--- src/rtl/tile_pkg.sv ---
// Shared constants and state encoding for the tile-matching board engine.
// Default layout pairs tile i with tile i+5 (ids 0..4, 3 bits per tile).
package tile_pkg;

  localparam int NUM_TILES = 10;
  localparam int PAIR_W    = 3;
  localparam int IDX_W     = 4;
  localparam logic [NUM_TILES*PAIR_W-1:0] LAYOUT_DEFAULT = 30'h23444688;

  typedef enum logic [2:0] {
    IDLE  = 3'd0,
    ONE   = 3'd1,
    CHECK = 3'd2,
    HOLD  = 3'd3,
    DONE  = 3'd4
  } state_t;

endpackage

--- src/rtl/tile_board_hold_timer.sv ---
// Loadable down counter for the mismatch display window; load/clear take effect next cycle.
// Decrement stops at zero; zero flag is combinational from the count.
module hold_timer #(
  parameter int WIDTH = 25
) (
  input  logic             CLOCK_50,
  input  logic             clear,
  input  logic             load,
  input  logic [WIDTH-1:0] loadValue,
  input  logic             dec,
  output logic [WIDTH-1:0] value,
  output logic             zero
);

  always_ff @(posedge CLOCK_50) begin
    if (clear)
      value <= '0;
    else if (load)
      value <= loadValue;
    else if (dec && value != '0)
      value <= value - 1'b1;
  end

  assign zero = (value == '0);

endmodule

--- src/rtl/tile_board.sv ---
// Board-state engine: tracks tiles down/up/matched, compares flipped pairs, holds mismatches.
// Flip shows next cycle, result 2 cycles after second flip; flips while busy or done are dropped.
module tile_board #(
  parameter int NUM_TILES = tile_pkg::NUM_TILES,
  parameter logic [NUM_TILES*tile_pkg::PAIR_W-1:0] LAYOUT = tile_pkg::LAYOUT_DEFAULT,
  parameter int HOLD_CYCLES = 25_000_000
) (
  input  logic                 CLOCK_50,
  input  logic                 resetn,
  input  logic                 start,
  input  logic                 flip_req,
  input  logic [3:0]           flip_idx,
  output logic [NUM_TILES-1:0] tile_up,
  output logic [NUM_TILES-1:0] tile_matched,
  output logic [2:0]           matched_pairs,
  output logic                 all_matched,
  output logic [7:0]           moves,
  output logic                 mismatch,
  output logic                 busy
);

  import tile_pkg::*;

  localparam int TIMER_W = (HOLD_CYCLES > 1) ? $clog2(HOLD_CYCLES) : 1;
  localparam logic [2:0] PAIRS_L = 3'(NUM_TILES / 2);
  localparam logic [TIMER_W-1:0] HOLD_LOAD = TIMER_W'(HOLD_CYCLES - 1);

  state_t state;
  logic [IDX_W-1:0] first, second;
  logic [PAIR_W-1:0] pairIds [NUM_TILES];
  logic flipOk, pairMatch, timerZero;
  logic [TIMER_W-1:0] timerValue;

  for (genvar i = 0; i < NUM_TILES; i++) begin : g_ids
    assign pairIds[i] = LAYOUT[PAIR_W*i +: PAIR_W];
  end

  // Range check first so the tile bit lookups only matter for real tiles.
  assign flipOk = flip_req && ({1'b0, flip_idx} < 5'(NUM_TILES))
                  && !tile_up[flip_idx] && !tile_matched[flip_idx];
  assign pairMatch = (pairIds[first] == pairIds[second]);

  hold_timer #(.WIDTH(TIMER_W)) u_timer (
    .CLOCK_50 (CLOCK_50),
    .clear    (!resetn || start),
    .load     (state == CHECK && !pairMatch),
    .loadValue(HOLD_LOAD),
    .dec      (state == HOLD),
    .value    (timerValue),
    .zero     (timerZero)
  );

  always_ff @(posedge CLOCK_50) begin
    mismatch <= 1'b0;
    if (!resetn || start) begin
      state         <= IDLE;
      tile_up       <= '0;
      tile_matched  <= '0;
      matched_pairs <= '0;
      all_matched   <= 1'b0;
      moves         <= '0;
      busy          <= 1'b0;
      first         <= '0;
      second        <= '0;
    end else begin
      case (state)
        IDLE: if (flipOk) begin
          tile_up[flip_idx] <= 1'b1;
          first             <= flip_idx;
          state             <= ONE;
        end
        ONE: if (flipOk) begin
          tile_up[flip_idx] <= 1'b1;
          second            <= flip_idx;
          if (moves != 8'hFF)
            moves <= moves + 8'd1;
          busy  <= 1'b1;
          state <= CHECK;
        end
        CHECK: if (pairMatch) begin
          tile_matched[first]  <= 1'b1;
          tile_matched[second] <= 1'b1;
          tile_up[first]       <= 1'b0;
          tile_up[second]      <= 1'b0;
          matched_pairs        <= matched_pairs + 3'd1;
          busy                 <= 1'b0;
          if (3'(matched_pairs + 3'd1) == PAIRS_L) begin
            all_matched <= 1'b1;
            state       <= DONE;
          end else begin
            state <= IDLE;
          end
        end else begin
          mismatch <= 1'b1;
          state    <= HOLD;
        end
        HOLD: if (timerZero) begin
          tile_up[first]  <= 1'b0;
          tile_up[second] <= 1'b0;
          busy            <= 1'b0;
          state           <= IDLE;
        end
        DONE: tile_up <= '0;
        default: state <= IDLE;
      endcase
    end
  end

endmodule

--- config.mk ---
export PLATFORM = sky130hd
export DESIGN_NAME = tile_board
export DESIGN_NICKNAME = d
export VERILOG_FILES = /design/src/rtl/tile_pkg.sv /design/src/rtl/tile_board_hold_timer.sv /design/src/rtl/tile_board.sv
export SDC_FILE = /design/constraint.sdc
export NUM_CORES = 1
export LEC_CHECK = 0
export BUFFER_PORTS_ARGS = -buffer_cell sky130_fd_sc_hd__clkbuf_2
export CAP_MARGIN = 20
export CORE_MARGIN = 2
export CORE_UTILIZATION = 52
export DETAILED_ROUTE_END_ITERATION = 16
export HOLD_SLACK_MARGIN = 0.12
export PLACE_DENSITY = 0.8
export SETUP_SLACK_MARGIN = 0.05
export SLEW_MARGIN = 0
export SYNTH_ARGS = -nofsm -noshare
export SYNTH_HDL_FRONTEND = slang
export SYNTH_SLANG_ARGS = --single-unit
--- constraint.sdc ---
create_clock -name CLOCK_50 -period 2.55 [get_ports CLOCK_50]
set_input_delay 0.1275 -clock CLOCK_50 [delete_from_list [all_inputs] [get_ports CLOCK_50]]
set_output_delay 0.1275 -clock CLOCK_50 [all_outputs]
set_load 0.01 [all_outputs]
==> results of run 1 <==
-- worst max path at each step --
stage | startpoint | endpoint | slack (ns) | cells after the start
after floorplan | u_timer.value[10] | u_timer.value[21] | 0.002 | 8
after global placement | u_timer.value[10] | u_timer.value[17] | 0.002 | 6
after detailed placement | first[0] | tile_up[9] | -0.08 | 7
after CTS | u_timer.value[10] | u_timer.value[17] | 0.04 | 6
after global routing | u_timer.value[10] | u_timer.value[21] | -0.02 | 6
final | u_timer.value[10] | u_timer.value[21] | 0.04 | 6
-- synth_stat cells (all sizes together), types with 3 or more instances --
library cell | instances | share of area
clkbuf | 19 | 0.020
nor2b | 5 | 0.0087
or3 | 11 | 0.019
ha | 4 | 0.014
nor4 | 7 | 0.018
nor3b | 5 | 0.010
nand2 | 29 | 0.030
nand3 | 10 | 0.014
xnor2 | 22 | 0.054
o21ai | 9 | 0.013
dfxtp | 70 | 0.39
nand4 | 3 | 0.0052
a41oi | 4 | 0.0098
o22ai | 10 | 0.017
inv | 8 | 0.0084
nor4b | 4 | 0.0098
and2 | 4 | 0.0070
or2 | 6 | 0.010
nor3 | 18 | 0.027
a21oi | 43 | 0.060
or4 | 3 | 0.0084
nand2b | 14 | 0.024
o21a | 3 | 0.0063
nor2 | 66 | 0.069
xor2 | 6 | 0.015
o31ai | 3 | 0.0063
mux2i | 11 | 0.031
a31oi | 8 | 0.014
buf | 6 | 0.0094
-- through the flow --
step,util,cells
after floorplan,-,440
after global placement,0.596,565
after detailed placement,0.596,565
after CTS,0.626,581
after global routing,0.634,581
final,0.634,581
-- cell families (layout without fill, tap and decap cells) --
family	after synthesis	after routing	synth area share
AOI/OAI and AO/OA	104	104	0.186
adders and majority gates	4	4	0.0140
and+or+nand+nor	190	190	0.273
xor gates and xnor gates	28	28	0.0684
muxes	11	11	0.0307
DFF	70	70	0.391
buffers and inverters	33	94	0.0377
-- worst max-delay path: stages (launching register included) --
cell	delay, ns
dfxtp_2	0.32
or4_4	0.52
or4b_4	0.58
or4_4	0.58
nor4_4	0.17
xnor2_1	0.15
a21oi_1	0.08
-- report_power, final --
group	internal [µW]	switching (µW)	total, µW
registers	1100	6.23	1100
logic	48.9	87.6	137
clock network	401	407	808
total	1550	501	2050
-- sequential cells by signal (all words and copies together), names as in the netlist --
register and count:
u_timer.value 25, tile_matched 10, tile_up 10, moves 8, first 4, second 4, matched_pairs 3, state 3
all_matched 1, busy 1, mismatch 1
-- cell type report --
cell class                      instances  area, µm²  area share
Clock inverter                          1       5.00     0.00118
Multi-Input combinational cell        337       2120       0.499
Sequential cell                        70       1410       0.330
Inverter                                8       30.0     0.00705
Tap cell                               80        100      0.0235
Clock buffer                           14        163      0.0382
Timing Repair Buffer                   71        430       0.101
-- what timing repair did --
item	4_1_cts	5_1_grt
buffers inserted	1	0
gates resized for setup	6	12
hold buffers	0	0
pin swaps	0	1
endpoints found under the setup margin	32	38
-- metal layers --
layer  vias to the layer above  share of wire  track usage
li1                       1689              -            -
met1                      1621           0.44        0.335
met2                       153           0.46        0.391
met3                        23          0.080       0.0569
met4                         0          0.023        0.129
met5                         -              0            0
==> flow_metrics.env, run 1 <==
export IMPL_hold_depth=3
export IMPL_slew_headroom=0.470
export IMPL_placed_area_um2=4010
export IMPL_grt_max_degree=38
export IMPL_clkTransAtPathRegs_ns=0.08
export IMPL_area_growth_pct=18.7
export IMPL_outcome="finished clean"
export IMPL_async_reset_ff_frac=0
export IMPL_yosysWarnings=0
export IMPL_insertion_delay_ns=0.36
export IMPL_irDropWorstVdd_uv=354
export IMPL_vias=3486
export IMPL_finalCritPeriodShare=0.985
export IMPL_max_freq_mhz=398
export IMPL_crit_required_ns=2.79
export IMPL_start_util=0.534
export IMPL_path_max_fanout=7
export IMPL_syn_num_nets=452
export IMPL_cts_buffers=9
export IMPL_tns_ns=0
export IMPL_netlist_area_um2=3590
export IMPL_rsz0062_at_grt="true"
export IMPL_timing_rr_start="u_timer.value[10]"
export IMPL_root_buffer="clkbuf_8"
export IMPL_fin_ws_ns=0.0382
export IMPL_finalSetupViolCount=0
export IMPL_wl_mm=9.33
export IMPL_fp_row_count=30
export IMPL_slew_violations=0
export IMPL_worst_hold_slack_ns=0.175
export IMPL_core_area_um2=6720
export IMPL_preCtsSetupSlack_ns=-0.0839
export IMPL_grt_pass1_vias=3312
export IMPL_hold_viol_final=0
export IMPL_dr_pass1_iters=5
export IMPL_cts_tree="done"
export IMPL_yosys_register_bits=70
export IMPL_synth_cells=440
export IMPL_whs_endpoint="second[3]"
export IMPL_antenna_cells=0
export IMPL_antenna_found_initial=0
export IMPL_fin_area_um2=4260
export IMPL_grt_use_total=0.255
export IMPL_synth_flop_cell="dfxtp_1"
export IMPL_reg2reg_slack_ns=0.04
export IMPL_power_density_nw_per_um2=481
export IMPL_io_pins=42
export IMPL_cap_viol_max_count=0
export IMPL_ant_nets=0
export IMPL_cp_arrival_ns=2.75
export IMPL_p_leak_uw=0.00173
export IMPL_tightest_slew_ns=0.795
export IMPL_dieHeight_um=87.0
export IMPL_crit_type="flop to flop"
export IMPL_n_fill_cell=575
export IMPL_ys_seq_area_frac=0.391
export IMPL_die_w_um=87.0
export IMPL_gp_congestion=0.857
export IMPL_grt_pass1_wl_mm=15.3
export IMPL_via_per_inst=6.00
export IMPL_min_from="flip_idx[3]"
export IMPL_clock_path_buffers=2
export IMPL_r2r_cells=6
export IMPL_drtIter0Drc=417
export IMPL_grt_remaining_overflow=0
export IMPL_drcViolationCount=0
export IMPL_post_drt_wl_per_cell_um=16.1
export IMPL_synth_edff_count=0
export IMPL_numClockSinks=70
export IMPL_layout_nets=509
export IMPL_cp_end_kind="flop"
export IMPL_min_path_type="primary input to flop"
export IMPL_port_buffers=41
export IMPL_htreeDepth=3
export IMPL_avgSynthCellArea_um2=8.15
export IMPL_fin_skew_ns=0.0101
export IMPL_power_uw=2050
export IMPL_fin_crit_ns=2.51
export IMPL_dieArea_um2=7580
export IMPL_drive_gt1_frac=0.226
export IMPL_dpl_hpwl_mm=6.60
export IMPL_reg2reg_to="u_timer.value[21]"
export IMPL_mostFrequentLayoutCells="nor2_1 (66), dfxtp_1 (66), a21oi_1 (43)"
export IMPL_yosysUniqueCellTypes=56
export IMPL_start_kind="flop"
No activity file was read; power rests on OpenSTA's default activity.
==> run 2, diff against run 1 <==
ABC_AREA = 1   (was unset)
CORE_UTILIZATION = 54   (was 52)
PLACE_DENSITY = 0.81   (was 0.8)
SYNTH_HIERARCHICAL = 1   (was unset)
==> flow_metrics.env, run 2 <==
export IMPL_max_freq_mhz=439
export IMPL_synth_top_area_cell="dfxtp_1"
export IMPL_synth_simple_area_share=0.444
export IMPL_grt_pass1_vias=4385
export IMPL_synth_edff_count=0
export IMPL_use_met3=0.0458
export IMPL_avgSynthCellArea_um2=6.25
export IMPL_via_per_inst=5.30
export IMPL_yosys_register_bits=70
export IMPL_muxShareOfSynthArea=0
export IMPL_reg_largest_list="u_timer/value x25, tile_matched x10, tile_up x10"
export IMPL_cp_endpoint="u_timer/value[3]"
export IMPL_synth_area_leaders="dfxtp_1 (30%), nand2_1 (17%), nor2_1 (11%)"
export IMPL_synth_cells=740
export IMPL_fp_row_count=33
export IMPL_synthXorXnorAreaFrac=0.0208
export IMPL_finalSetupViolCount=0
export IMPL_async_reset_ff_frac=0
export IMPL_cp_arrival_ns=2.56
export IMPL_mostFrequentLayoutCells="nand2_1 (209), nor2_1 (133), inv_1 (73)"
export IMPL_largest_register_ffs=25
export IMPL_drive_gt1_frac=0.151
export IMPL_slew_headroom=0.512
export IMPL_grt_max_degree=40
export IMPL_timing_rr_start="second[2]"
export IMPL_netlist_top_cells_count="nand2_1 (209), nor2_1 (133), inv_1 (73)"
export IMPL_grt_pass1_wl_mm=20.1
export IMPL_slew_violations=0
export IMPL_min_path_type="primary input to flop"
export IMPL_tightest_slew_ns=0.729
export IMPL_ant_nets=0
export IMPL_post_drt_wl_per_cell_um=13.2
export IMPL_cts_buffers=9
export IMPL_synth_top_family_by_area="simple AND/OR/NAND/NOR gates"
export IMPL_cts_setup_buffers=0
export IMPL_irDropWorstVdd_uv=253
export IMPL_numClockSinks=70
export IMPL_cap_viol_max_count=0
export IMPL_fin_skew_ns=0.00902
export IMPL_gp_congestion=0.963
export IMPL_reg2reg_to="u_timer/value[3]"
export IMPL_finalCritPeriodShare=0.893
export IMPL_netlist_area_um2=4620
export IMPL_synthAdderAreaFrac=0.0135
export IMPL_use_met2=0.431
export IMPL_synth_top_cell_area_share=0.303
export IMPL_ys_seq_area_frac=0.303
export IMPL_antenna_found_initial=0
export IMPL_top_register="u_timer/value"
export IMPL_p_leak_uw=0.00248
export IMPL_dpl_hpwl_mm=8.76
export IMPL_io_pins=42
export IMPL_final_common_cell="nand2_1"
export IMPL_outcome="finished clean"
export IMPL_crit_required_ns=2.83
export IMPL_root_buffer="clkbuf_8"
export IMPL_crit_start="second[2]"
export IMPL_power_density_nw_per_um2=407
export IMPL_finish_utilization=0.624
export IMPL_crit_type="flop to flop"
export IMPL_clock_path_buffers=2
export IMPL_core_area_um2=8260
export IMPL_cp_end_kind="flop"
export IMPL_grt_use_total=0.275
export IMPL_start_kind="flop"
export IMPL_cts_tree="done"
export IMPL_fin_crit_ns=2.28
export IMPL_dieArea_um2=9320
export IMPL_rsz0062_at_grt="false"
export IMPL_wl_mm=12.1
export IMPL_synth_compound_area_frac=0.130
export IMPL_synthMostInstantiatedCell="nand2_1"
export IMPL_yosysWarnings=6
export IMPL_synth_flop_cell="dfxtp_1"
export IMPL_dr_pass1_iters=5
export IMPL_use_met1=0.382
export IMPL_drtIter0Drc=395
export IMPL_clkTransAtPathRegs_ns=0.07
export IMPL_htreeDepth=3
export IMPL_drcViolationCount=0
export IMPL_antenna_cells=0
export IMPL_port_buffers=41
export IMPL_tns_ns=0
export IMPL_reg2reg_slack_ns=0.27
export IMPL_hold_viol_final=0
export IMPL_die_w_um=96.5
export IMPL_busiest_layer="met2"
export IMPL_yosysUniqueCellTypes=39
export IMPL_area_growth_pct=11.5
export IMPL_dieHeight_um=96.5
export IMPL_insertion_delay_ns=0.35
export IMPL_path_max_fanout=23
export IMPL_r2r_cells=15
export IMPL_layout_nets=818
export IMPL_vias=4841
export IMPL_start_util=0.560
export IMPL_grt_remaining_overflow=0
run 2: where the power goes:
group	leakage, µW	internal, µW	switching [µW]
sequential	0.000565	1100	15.3
clock	0.0000773	347	414
combinational	0.00184	66.3	152
run 2: logic make-up (layout without fill, tap and decap cells):
group	after synthesis	in the layout
adder cells (fa/ha/maj)	5	5
other	2	25
flip-flops	70	70
buffers and inverters	98	144
XOR/XNOR	11	11
AND/OR/NAND/NOR	454	454
AO/OA/AOI/OAI	100	100
run 2: area by class of cell:
| type | count | area, µm² |
|---|---|---|
| multi-input cells | 595 | 2910 |
| inverters | 81 | 304 |
| well taps | 105 | 131 |
| clock inverters | 2 | 10.0 |
| repair buffers | 48 | 260 |
| fillers | 803 | 3100 |
| flip-flops and latches | 70 | 1400 |
| clock buffers | 13 | 139 |
run 2: how the worst min path moves through the flow:
stage	to	start	slack [ns]	depth (start not counted)
6_report	first[3]	flip_idx[3]	0.18	3
5_1_grt	second[3]	flip_idx[3]	0.22	3
4_1_cts	first[3]	flip_idx[3]	0.18	3
3_5_place_dp	tile_matched[1]	tile_matched[1]	0.46	2
3_3_place_gp	all_matched	all_matched	0.44	2
2_1_floorplan	first[2]	flip_idx[2]	0.28	2
run 2: timing repair:
item / in CTS / in global routing
hold endpoints to repair: 1 / 0
hold buffers: 1 / 0
resized for setup: 0 / 0
run 2: worst max-delay path, cell delays in order (launching register included):
cell,delay (ns)
dfxtp_1,0.42
inv_2,0.07
nor2_2,0.23
nand2_1,0.13
inv_2,0.07
nor2_1,0.04
nand2_1,0.05
nand2_1,0.06
inv_2,0.08
nand2_4,0.07
nand2_8,0.09
inv_1,0.06
buf_4,0.22
a21oi_4,0.35
nand2_1,0.11
a21oi_2,0.15
run 2: per-layer routing:
| metal | share of wire | up-vias |
|---|---|---|
| met5 | 0 | - |
| met4 | 0.022 | 0 |
| met3 | 0.068 | 25 |
| met2 | 0.44 | 174 |
| met1 | 0.47 | 2172 |
| li1 | - | 2470 |
run 2: metrics by stage:
| step | setup WS [ns] | total power, µW | area (µm²) | hold slack [ns] | instances |
|---|---|---|---|---|---|
| 2_1_floorplan | 0.488 | 1300 | 4710 | 0.276 | 763 |
| 3_3_place_gp | 0.382 | 1350 | 4990 | 0.439 | 898 |
| 3_5_place_dp | 0.322 | 1360 | 4990 | 0.458 | 898 |
| 4_1_cts | 0.297 | 2100 | 5150 | 0.175 | 914 |
| 5_1_grt | 0.108 | 2180 | 5150 | 0.219 | 914 |
| 6_report | 0.273 | 2100 | 5150 | 0.185 | 914 |
==> run 3, diff against run 2 <==
PLACE_DENSITY = 0.76   (was 0.81)
clock period = 2 ns   (was 2.55 ns; I/O delays follow)
==> flow_metrics.env, run 3 (synthesized netlist as in run 2, its figures left out) <==
export IMPL_largest_register_ffs=25
export IMPL_fin_crit_ns=1.97
export IMPL_dr_pass1_iters=7
export IMPL_irDropWorstVdd_uv=452
export IMPL_share_comb_of_total_power=0.107
export IMPL_whs_endpoint="second[0]"
export IMPL_pwr_share_clk=0.426
export IMPL_worst_hold_slack_ns=0.200
export IMPL_cts_tree="done"
export IMPL_post_drt_wl_per_cell_um=13.9
export IMPL_grt_max_degree=38
export IMPL_root_buffer="clkbuf_8"
export IMPL_fin_ws_ns=0.0313
export IMPL_grt_pass1_wl_mm=20.8
export IMPL_hold_viol_final=0
export IMPL_crit_type="flop to flop"
export IMPL_start_util=0.560
export IMPL_clock_path_buffers=2
export IMPL_vias=5103
export IMPL_cts_buffers=9
export IMPL_max_freq_mhz=508
export IMPL_io_pins=42
export IMPL_slew_violations=0
export IMPL_clkTransAtPathRegs_ns=0.08
export IMPL_drtIter0Drc=395
export IMPL_die_w_um=96.5
export IMPL_min_from="flip_idx[0]"
export IMPL_mostFrequentLayoutCells="nand2_1 (199), nor2_1 (122), inv_1 (65)"
export IMPL_finish_utilization=0.698
export IMPL_area_growth_pct=24.6
export IMPL_grt_use_total=0.283
export IMPL_numClockSinks=70
export IMPL_layout_nets=849
export IMPL_dieArea_um2=9320
export IMPL_port_buffers=41
export IMPL_dieHeight_um=96.5
export IMPL_htreeDepth=3
export IMPL_crit_required_ns=2.24
export IMPL_via_per_inst=5.39
export IMPL_antenna_found_initial=0
export IMPL_drive_gt1_frac=0.245
export IMPL_n_fill_cell=709
export IMPL_netSwitchingPower_uw=831
export IMPL_gp_congestion=1.03
export IMPL_core_area_um2=8260
export IMPL_reg2reg_slack_ns=0.03
export IMPL_min_path_type="primary input to flop"
export IMPL_final_common_cell="nand2_1"
export IMPL_start_kind="flop"
export IMPL_rsz0062_at_grt="true"
export IMPL_swShare=0.273
export IMPL_grt_remaining_overflow=0
export IMPL_wl_mm=13.1
export IMPL_ant_nets=0
export IMPL_hold_depth=3
export IMPL_reg_largest_list="u_timer/value x25, tile_matched x10, tile_up x10"
export IMPL_timing_rr_start="second[1]"
export IMPL_antenna_cells=0
export IMPL_cap_viol_max_count=0
export IMPL_cp_arrival_ns=2.21
export IMPL_drcViolationCount=0
export IMPL_r2r_cells=14
export IMPL_finalSetupViolCount=0
export IMPL_insertion_delay_ns=0.35
export IMPL_finalCritPeriodShare=0.984
export IMPL_fin_skew_ns=0.0113
export IMPL_grt_pass1_vias=4481
export IMPL_reg2reg_to="u_timer/value[9]"
export IMPL_power_density_nw_per_um2=529
export IMPL_p_int_uw=2220
export IMPL_top_register="u_timer/value"
export IMPL_preCtsSetupSlack_ns=-0.0602
export IMPL_dpl_hpwl_mm=9.18
export IMPL_fp_row_count=33
export IMPL_p_leak_uw=0.00276
export IMPL_seq_power_share=0.467
export IMPL_cp_end_kind="flop"
export IMPL_path_max_fanout=7
export IMPL_outcome="finished clean"
run 3: how the worst max path moves through the flow:
stage	start	to	slack (ns)	depth (start not counted)
after detailed placement	first[3]	u_timer/value[11]	-0.06	16
final	second[1]	u_timer/value[9]	0.03	14
after global routing	second[1]	u_timer/value[23]	-0.1	16
after floorplan	first[3]	u_timer/value[11]	0.07	16
after global placement	first[3]	u_timer/value[11]	-0.005	16
after CTS	first[0]	u_timer/value[24]	0.05	16
run 3: per-layer routing:
| metal | wire [µm] | part of all wire | GRT usage |
|---|---|---|---|
| met3 | 887 | 0.068 | 0.0621 |
| met5 | 0 | 0 | 0 |
| met1 | 6030 | 0.46 | 0.383 |
| met4 | 301 | 0.023 | 0.0927 |
| met2 | 5900 | 0.45 | 0.449 |
run 3: power groups by stage:
stage | clock network (µW) | logic (µW) | registers, µW
finish | 1300 | 325 | 1420
detailed placement | 0 | 284 | 1460
CTS | 1310 | 291 | 1420
global placement | 0 | 281 | 1460
floorplan | 0 | 206 | 1460
global route | 1390 | 366 | 1430
run 3: per-stage QoR:
step           power (µW)  area [µm²]   TNS, ns  instances
6_report             3050        5760         0        946
3_3_place_gp         1740        5180  -0.00546        918
3_5_place_dp         1740        5180    -0.579        918
5_1_grt              3180        5760    -0.973        946
4_1_cts              3030        5490         0        939
2_1_floorplan        1660        4710         0        763
run 3: worst max-delay path, stage by stage, from the launching register on:
cell and delay, ns:
dfxtp_4 0.39, inv_4 0.04, nor2_2 0.16, nand2_2 0.10, nand3_2 0.06, nand2_1 0.05
nand2_1 0.08, inv_2 0.06, nand2_4 0.09, nand2_8 0.06, inv_8 0.06, clkinvlp_4 0.20
or2_2 0.34, nand3_1 0.11, a21oi_2 0.06
run 3: area by class of cell:
type                    count  area, µm²  area share
flip-flops and latches     70       1430       0.249
repair buffers             77        533      0.0925
clock inverters             7       98.8      0.0172
multi-input cells         597       3120       0.541
inverters                  81        325      0.0565
well taps                 105        131      0.0228
clock buffers               9        124      0.0215
run 3: repair_timing:
item,CTS,global route
hold buffers,2,0
setup buffers,3,6
hold endpoints to repair,4,0
gates resized for setup,17,65
cloned,0,2
pin swaps,1,30
setup endpoints to repair,25,48
